--- config.mk ---
export PLATFORM = sky130hd
export DESIGN_NAME = uart_tx_arbiter
export DESIGN_NICKNAME = d
export VERILOG_FILES = /design/src/rtl/uart_tx_arbiter.sv
export SDC_FILE = /design/constraint.sdc
export NUM_CORES = 1
export LEC_CHECK = 0
export BUFFER_PORTS_ARGS = -buffer_cell sky130_fd_sc_hd__buf_4
export CORE_ASPECT_RATIO = 1.25
export CORE_MARGIN = 5
export CORE_UTILIZATION = 52
export DETAILED_ROUTE_END_ITERATION = 8
export MAX_ROUTING_LAYER = met4
export PLACE_DENSITY = 0.9
export RECOVER_POWER = 50
export SLEW_MARGIN = 15
export SYNTH_ARGS = -nofsm -noshare
export SYNTH_HDL_FRONTEND = slang
export SYNTH_SLANG_ARGS = --single-unit
export TNS_END_PERCENT = 50
--- constraint.sdc ---
create_clock -name clk -period 2.6 [get_ports clk]
set_input_delay 0.13 -clock clk [delete_from_list [all_inputs] [get_ports clk]]
set_output_delay 0.13 -clock clk [all_outputs]
set_load 0.005 [all_outputs]
--- src/rtl/uart_tx_arbiter.sv ---
// Round-robin arbiter sharing one UART transmit engine among NREQ byte sources.
// Issues a one-cycle load/ack pair per grant and counts the bytes handed over.
module uart_tx_arbiter #(
  parameter int NREQ  = 4,
  parameter int GUARD = 4
) (
  input  logic              clk,
  input  logic              reset,
  input  logic [NREQ-1:0]   req,
  input  logic [8*NREQ-1:0] req_data,
  input  logic              TxRdy,
  output logic              tx_load,
  output logic [7:0]        tx_data,
  output logic [NREQ-1:0]   ack,
  output logic              busy,
  output logic [15:0]       sent_cnt
);

  typedef enum logic [1:0] {IDLE, LOAD, WAIT_LOW, WAIT_HIGH} state_e;

  localparam int IW = (NREQ > 1) ? $clog2(NREQ) : 1;
  localparam int GW = $clog2(GUARD + 1);
  localparam logic [NREQ-1:0] ONE_HOT0 = NREQ'(1);

  state_e          state_q, state_d;
  logic [IW-1:0]   last_q, last_d;
  logic [7:0]      tx_data_q, tx_data_d;
  logic [15:0]     sent_cnt_q, sent_cnt_d;
  logic [GW-1:0]   guard_q, guard_d;

  logic            grant_valid;
  logic [IW-1:0]   grant_idx;

  // Search starts just after the previous winner so every source gets a turn.
  always_comb begin
    grant_valid = 1'b0;
    grant_idx   = last_q;
    for (int i = 1; i <= NREQ; i++) begin
      if (!grant_valid && req[(int'(last_q) + i) % NREQ]) begin
        grant_valid = 1'b1;
        grant_idx   = IW'((int'(last_q) + i) % NREQ);
      end
    end
  end

  // NOTE: every signal gets a default first so no path leaves it unassigned
  // and no latch is inferred.
  always_comb begin
    state_d    = state_q;
    last_d     = last_q;
    tx_data_d  = tx_data_q;
    sent_cnt_d = sent_cnt_q;
    guard_d    = guard_q;
    case (state_q)
      IDLE: begin
        if (TxRdy && grant_valid) begin
          state_d    = LOAD;
          last_d     = grant_idx;
          tx_data_d  = req_data[8*int'(grant_idx) +: 8];
          // Counted on entry so the new count is visible alongside tx_load.
          sent_cnt_d = sent_cnt_q + 16'd1;
        end
      end
      LOAD: begin
        guard_d = '0;
        state_d = WAIT_LOW;
      end
      WAIT_LOW: begin
        if (!TxRdy) begin
          state_d = WAIT_HIGH;
          guard_d = '0;
        end else if (guard_q == GW'(GUARD - 1)) begin
          // Engine never signalled busy; assume it swallowed the byte.
          state_d = IDLE;
          guard_d = '0;
        end else begin
          guard_d = guard_q + GW'(1);
        end
      end
      WAIT_HIGH: begin
        if (TxRdy) state_d = IDLE;
      end
      default: state_d = IDLE;
    endcase
  end

  // NOTE: state registers use non-blocking assignments so all flops update
  // together from values sampled before the edge.
  always_ff @(posedge clk) begin
    if (reset) begin
      state_q    <= IDLE;
      last_q     <= IW'(NREQ - 1);
      tx_data_q  <= '0;
      sent_cnt_q <= '0;
      guard_q    <= '0;
    end else begin
      state_q    <= state_d;
      last_q     <= last_d;
      tx_data_q  <= tx_data_d;
      sent_cnt_q <= sent_cnt_d;
      guard_q    <= guard_d;
    end
  end

  assign tx_load  = (state_q == LOAD);
  assign ack      = tx_load ? (ONE_HOT0 << last_q) : '0;
  assign busy     = (state_q != IDLE);
  assign tx_data  = tx_data_q;
  assign sent_cnt = sent_cnt_q;

endmodule

After elaboration in Yosys (flattened, before gate mapping)
Index checks and enable logic that the tools add are counted.
{"block": "word_totals", "regBits": 31, "in_bits": 39, "out_inout_bits": 30, "wordCells": 73}
{"block": "classes", "addsub": 6, "order_cmp": 4, "n_eq_ne": 7, "n_shift": 2, "muxes": 29, "n_bitwise": 4, "n_reduce_logical": 16}
{"op": "32-bit by 6-bit variable part select with 8-bit output", "n": 1}
{"op": "16-bit by 1-bit adder with 16-bit output (second input constant)", "n": 1}
{"op": "3-bit by 4-bit less-than comparator with 1-bit output (second input constant)", "n": 4}
{"op": "2-bit two-way mux", "n": 8}
{"op": "1-bit two-way mux", "n": 12}
{"op": "1-bit binary-select mux with 2-bit select", "n": 4}
{"op": "2-bit one-hot mux with 4 select lines", "n": 1}
{"op": "2-bit OR reduction", "n": 4}
{"op": "3-bit two-way mux", "n": 2}
{"op": "3-bit one-hot mux with 2 select lines", "n": 1}
{"op": "2-bit by 1-bit adder with 2-bit output (second input constant)", "n": 2}
{"op": "2-bit adder (second input constant)", "n": 2}
{"op": "1-bit AND (first input constant)", "n": 4}
{"op": "2-bit == test (second input constant)", "n": 2}
{"op": "1-bit logical AND", "n": 4}
{"op": "4-bit two-way mux", "n": 1}
{"op": "2-bit inequality test (second input constant)", "n": 2}
{"op": "2-bit nonzero test", "n": 2}
{"op": "1-bit by 2-bit << shifter with 4-bit output (first input constant)", "n": 1}
{"op": "3-bit by 1-bit adder with 3-bit output (second input constant)", "n": 1}
{"op": "3-bit by 2-bit == test with 1-bit output (second input constant)", "n": 1}
{"op": "1-bit zero test", "n": 3}
{"op": "3-bit inequality test (second input constant)", "n": 1}
{"op": "3-bit AND reduction", "n": 1}
{"op": "other kinds (3)", "n": 3}

Logic depth before layout (Yosys ltp)
{"block": "logic_depth", "depth_word": 19, "ltp_mapped": 11, "depth_no_buf": 7}

Least setup slack after synthesis
OpenSTA, ideal clock, no wires.
{"block": "synth_timing", "path_type": "register to register", "startpoint": "register last_q[0]", "endpoint": "register tx_data_q[0], in the netlist tx_data[0]", "setup_time_ns": 0.129, "arrival_ns": 2.260, "slack_ns": 0.212, "stages_incl_launch_ff": 11, "period_less_slack_ns": 2.388, "cell_sequence": "dfxtp_1 > buf_6 > inv_1 > ha_1 > buf_2 > mux2i_1 > a211oi_4 > buf_2 > a211oi_1 > o221ai_1 > o211ai_2"}
{"block": "synth_via", "elab_chain_len": 16, "word_cells_on_any_way": 33, "classes_between": "4 x add/sub; 1 x shift; 20 x mux; 8 x reduce/logical"}
{"element": "start: declaration", "line_no": "26", "text": "logic [IW-1:0] last_q, last_d;"}
{"element": "start signal: assignment", "line_no": "92", "text": "last_q <= IW'(NREQ - 1);"}
{"element": "start signal: assignment", "line_no": "98", "text": "last_q <= last_d;"}
{"element": "branches (longest 16 deep; another with 2-bit by 1-bit adder with 2-bit output)"}
{"element": "end signal: assignment", "line_no": "99", "text": "tx_data_q <= tx_data_d;"}
{"element": "end: declaration", "line_no": "27", "text": "logic [7:0] tx_data_q, tx_data_d;"}
Several ways; the timed one is not identified. The select of a mux whose other input is x is not followed.
A chain may end at the register's enable or synchronous reset.

Worst setup path in the final report
{"block": "layout_timing", "startpoint": "register last_q[0]", "endpoint": "register tx_data_q[3], in the netlist tx_data[3]"}
Same word-level chain as after synthesis.

==> flow_summary.yaml <==
synthesis:
  synth_most_common_cell: "dfxtp_1"
  syn_nets: 306
  ys_seq_area_share_pct: 27.8
  synthTopCellsByArea: "dfxtp_1 (28%), ha_1 (6.2%), a211oi_1 (5.7%)"
  synth_edf_count: 0
  async_reset_ff_share_pct: 0
  synth.avg_cell_area_um2: 8.71
  ys_types: 46
  netlist_instances: 256
  synthTopCellsByCount: "dfxtp_1 (31), nor2_1 (23), inv_1 (22)"
  synth_area_leader_cell: "dfxtp_1"
  ys_ff_latch: 31
  netlist_area_mm2: 0.00223
  synth-main-ff-cell: "dfxtp_1"
  synth_top_area_share_pct: 27.8
  yosysWarnings: 0
global_routing:
  grt_pass1_wl_um: 9630
  antenna_found_initial: 0
  first_global_vias: 2128
  track_usage_pct: 21.8
  grt_max_degree: 30
  grt.overflow.total: 0
die:
  start_util_pct: 54.0
  fp.coreArea_mm2: 0.00413
  die_area_mm2: 0.00571
  ios: 69
  rows: 26
  fp.dieH_um: 83.2
  die_x_um: 68.6
worst_hold_path:
  hold_end: "guard_q[1]$_SDFFE_PP0P_"
  min_from: "TxRdy"
  whs_path_depth: 3
  min-delay-path-class: "in -> reg"
clocking:
  cts_tree: "done"
  cts_setup_buffers: 0
  cts_max_level: 2
  cts_buffer_depth: 2
  post_cts_resized: 0
  cts.clk_slew.worst_paths_ns: 0.07
  insertion_delay_ns: 0.28
  clkSinkCount: 31
  cts_made_buffers: 5
  clock-root-buffer: "clkbuf_8"
  cts.hold.buffers_added: 0
finish:
  fin_util_pct: 69.7
  fillCellCount: 319
  diodes: 0
  syn2layout_area_growth_pct: 29.1
  fin_nets: 371
  drive_gt1_share_pct: 32.3
drt:
  vias_per_cell: 5.74
  wl_um: 5860
  wire_per_inst_um: 15.5
  drtPass1Iterations: 4
  postRouteAntennaNets: 0
  vias: 2169
  drtIter0Drc: 142
  remaining_drc_errors: 0
critical_path:
  slowest_stage: "or2_0"
  path_buf_inv: 1
  reg2reg_to: "tx_data[3]$_SDFFE_PP0P_"
  cpMostUsedCell: "o211ai_2"
  worstPathRequired_ns: 2.75
  crit_arrival_ns: 2.48
  critPathTopFamily: "compound AO/OA/AOI/OAI gates"
  r2r_cells: 6
  path_max_fanout: 29
  start_kind: "register"
  r2r_setup_slack_ns: 0.27
  criticalPathCategory: "reg -> reg"
  crit_path_end_kind: "register"
  r2r_start: "last_q[0]$_SDFFE_PP1P_"
  crit_chain: "buf_4, mux4_2, o211ai_2, a22oi_4, or2_0, o211ai_2"
  cp_slowest_stage_delay_ns: 0.59
timing:
  fin_tns_setup_ns: 0
  period_needed_ns: 2.33
  slew_headroom_pct: 55.1
  finalMaxSlewViolations: 0
  rsz0062_at_grt: "no"
  skew_ns: 0.00574
  tightestPinTransition_ns: 0.674
  final.period_utilization_pct: 89.8
  clock.fmax_ghz: 0.428
  setup_viol_count_final: 0
  hold_viol_final: 0
job:
  maxCapViolCount: 0
placed_design:
  place.gp.congestion: 0.889
  numPortBuffers: 68
  hpwl_um: 4490
power_and_ir_drop:
  powerDensity_mw_per_mm2: 558
  leakage_uw: 0.00130
  ir_drop_mv: 0.539
outcome:
  run_status: "completed"
[cell usage in the layout, fill, tap and decap left out, types with 6 or more instances in the layout]
master    count
o211ai_1      9
o221ai_1      8
nand2_1      11
ha_1         11
dfxtp_1      31
nand3_1      12
clkbuf_8      6
xor2_1       11
inv_1        22
o211ai_2      9
nor2_1       23
nand4_1       7
clkbuf_4     22
a211oi_1     17
a211o_1       8
buf_4        50
a21oi_1       7
[per-stage QoR]
| step | hold WS, ns | cell area, um^2 | instances | setup slack, ns | total power [uW] |
|---|---|---|---|---|---|
| after global routing | 0.193 | 2880 | 378 | 0.0787 | 1690 |
| after CTS | 0.176 | 2900 | 378 | 0.283 | 1620 |
| after detailed placement | 0.470 | 2780 | 370 | 0.287 | 1130 |
| after global placement | 0.459 | 2780 | 370 | 0.346 | 1110 |
| final | 0.181 | 2880 | 378 | 0.266 | 1610 |
| after floorplan | 0.302 | 2230 | 256 | 0.212 | 939 |
[worst min-delay path: stages]
cell and delay, ns:
buf_4 0.14, nand4_1 0.09, a21oi_1 0.06
[layout make-up]
cell class / count / area [um^2] / share of cell area (%)
repair buffers: 76 / 556 / 19.3
clock buffers: 6 / 82.6 / 2.87
clock inverters: 2 / 35.0 / 1.22
flip-flops and latches: 31 / 621 / 21.5
multi-input cells: 185 / 1430 / 49.8
inverters: 22 / 82.6 / 2.87
well taps: 56 / 70.1 / 2.43
[metal layers]
layer / track usage [%] / wire length (um)
met5: - / 0
met4: 8.50 / 171
met1: 26.2 / 2330
met3: 4.46 / 434
met2: 34.8 / 2930
[registers in the layout, summed over array words and instances (netlist names)]
| signal | cells |
|---|---|
| sent_cnt | 16 |
| tx_data | 8 |
| guard_q | 3 |
| last_q | 2 |
| state_q | 2 |
[how the worst max path moves through the flow]
| stage | cells after the start | end | start |
|---|---|---|---|
| after floorplan | 10 | tx_data[0]$_SDFFE_PP0P_ | last_q[0]$_SDFFE_PP1P_ |
| after global placement | 6 | tx_data[2]$_SDFFE_PP0P_ | last_q[0]$_SDFFE_PP1P_ |
| after detailed placement | 6 | tx_data[3]$_SDFFE_PP0P_ | last_q[0]$_SDFFE_PP1P_ |
| after CTS | 6 | tx_data[4]$_SDFFE_PP0P_ | last_q[0]$_SDFFE_PP1P_ |
| after global routing | 7 | tx_data[0]$_SDFFE_PP0P_ | last_q[1]$_SDFFE_PP1P_ |
| final | 6 | tx_data[3]$_SDFFE_PP0P_ | last_q[0]$_SDFFE_PP1P_ |
[power by group]
part | internal, uW | leakage [uW] | switching (uW) | total, uW
clock | 310 | 0.0000612 | 185 | 494
sequential | 515 | 0.000252 | 26.9 | 541
combinational | 252 | 0.000989 | 319 | 570
[logic make-up after synthesis]
family / synth area share [%]
compound gates: 28.2
xor+xnor: 5.89
fa+ha+maj: 6.17
buf+inv: 7.91
flops: 27.8
mux: 5.66
simple gates: 18.3
Power figures use the tool's default switching activity.
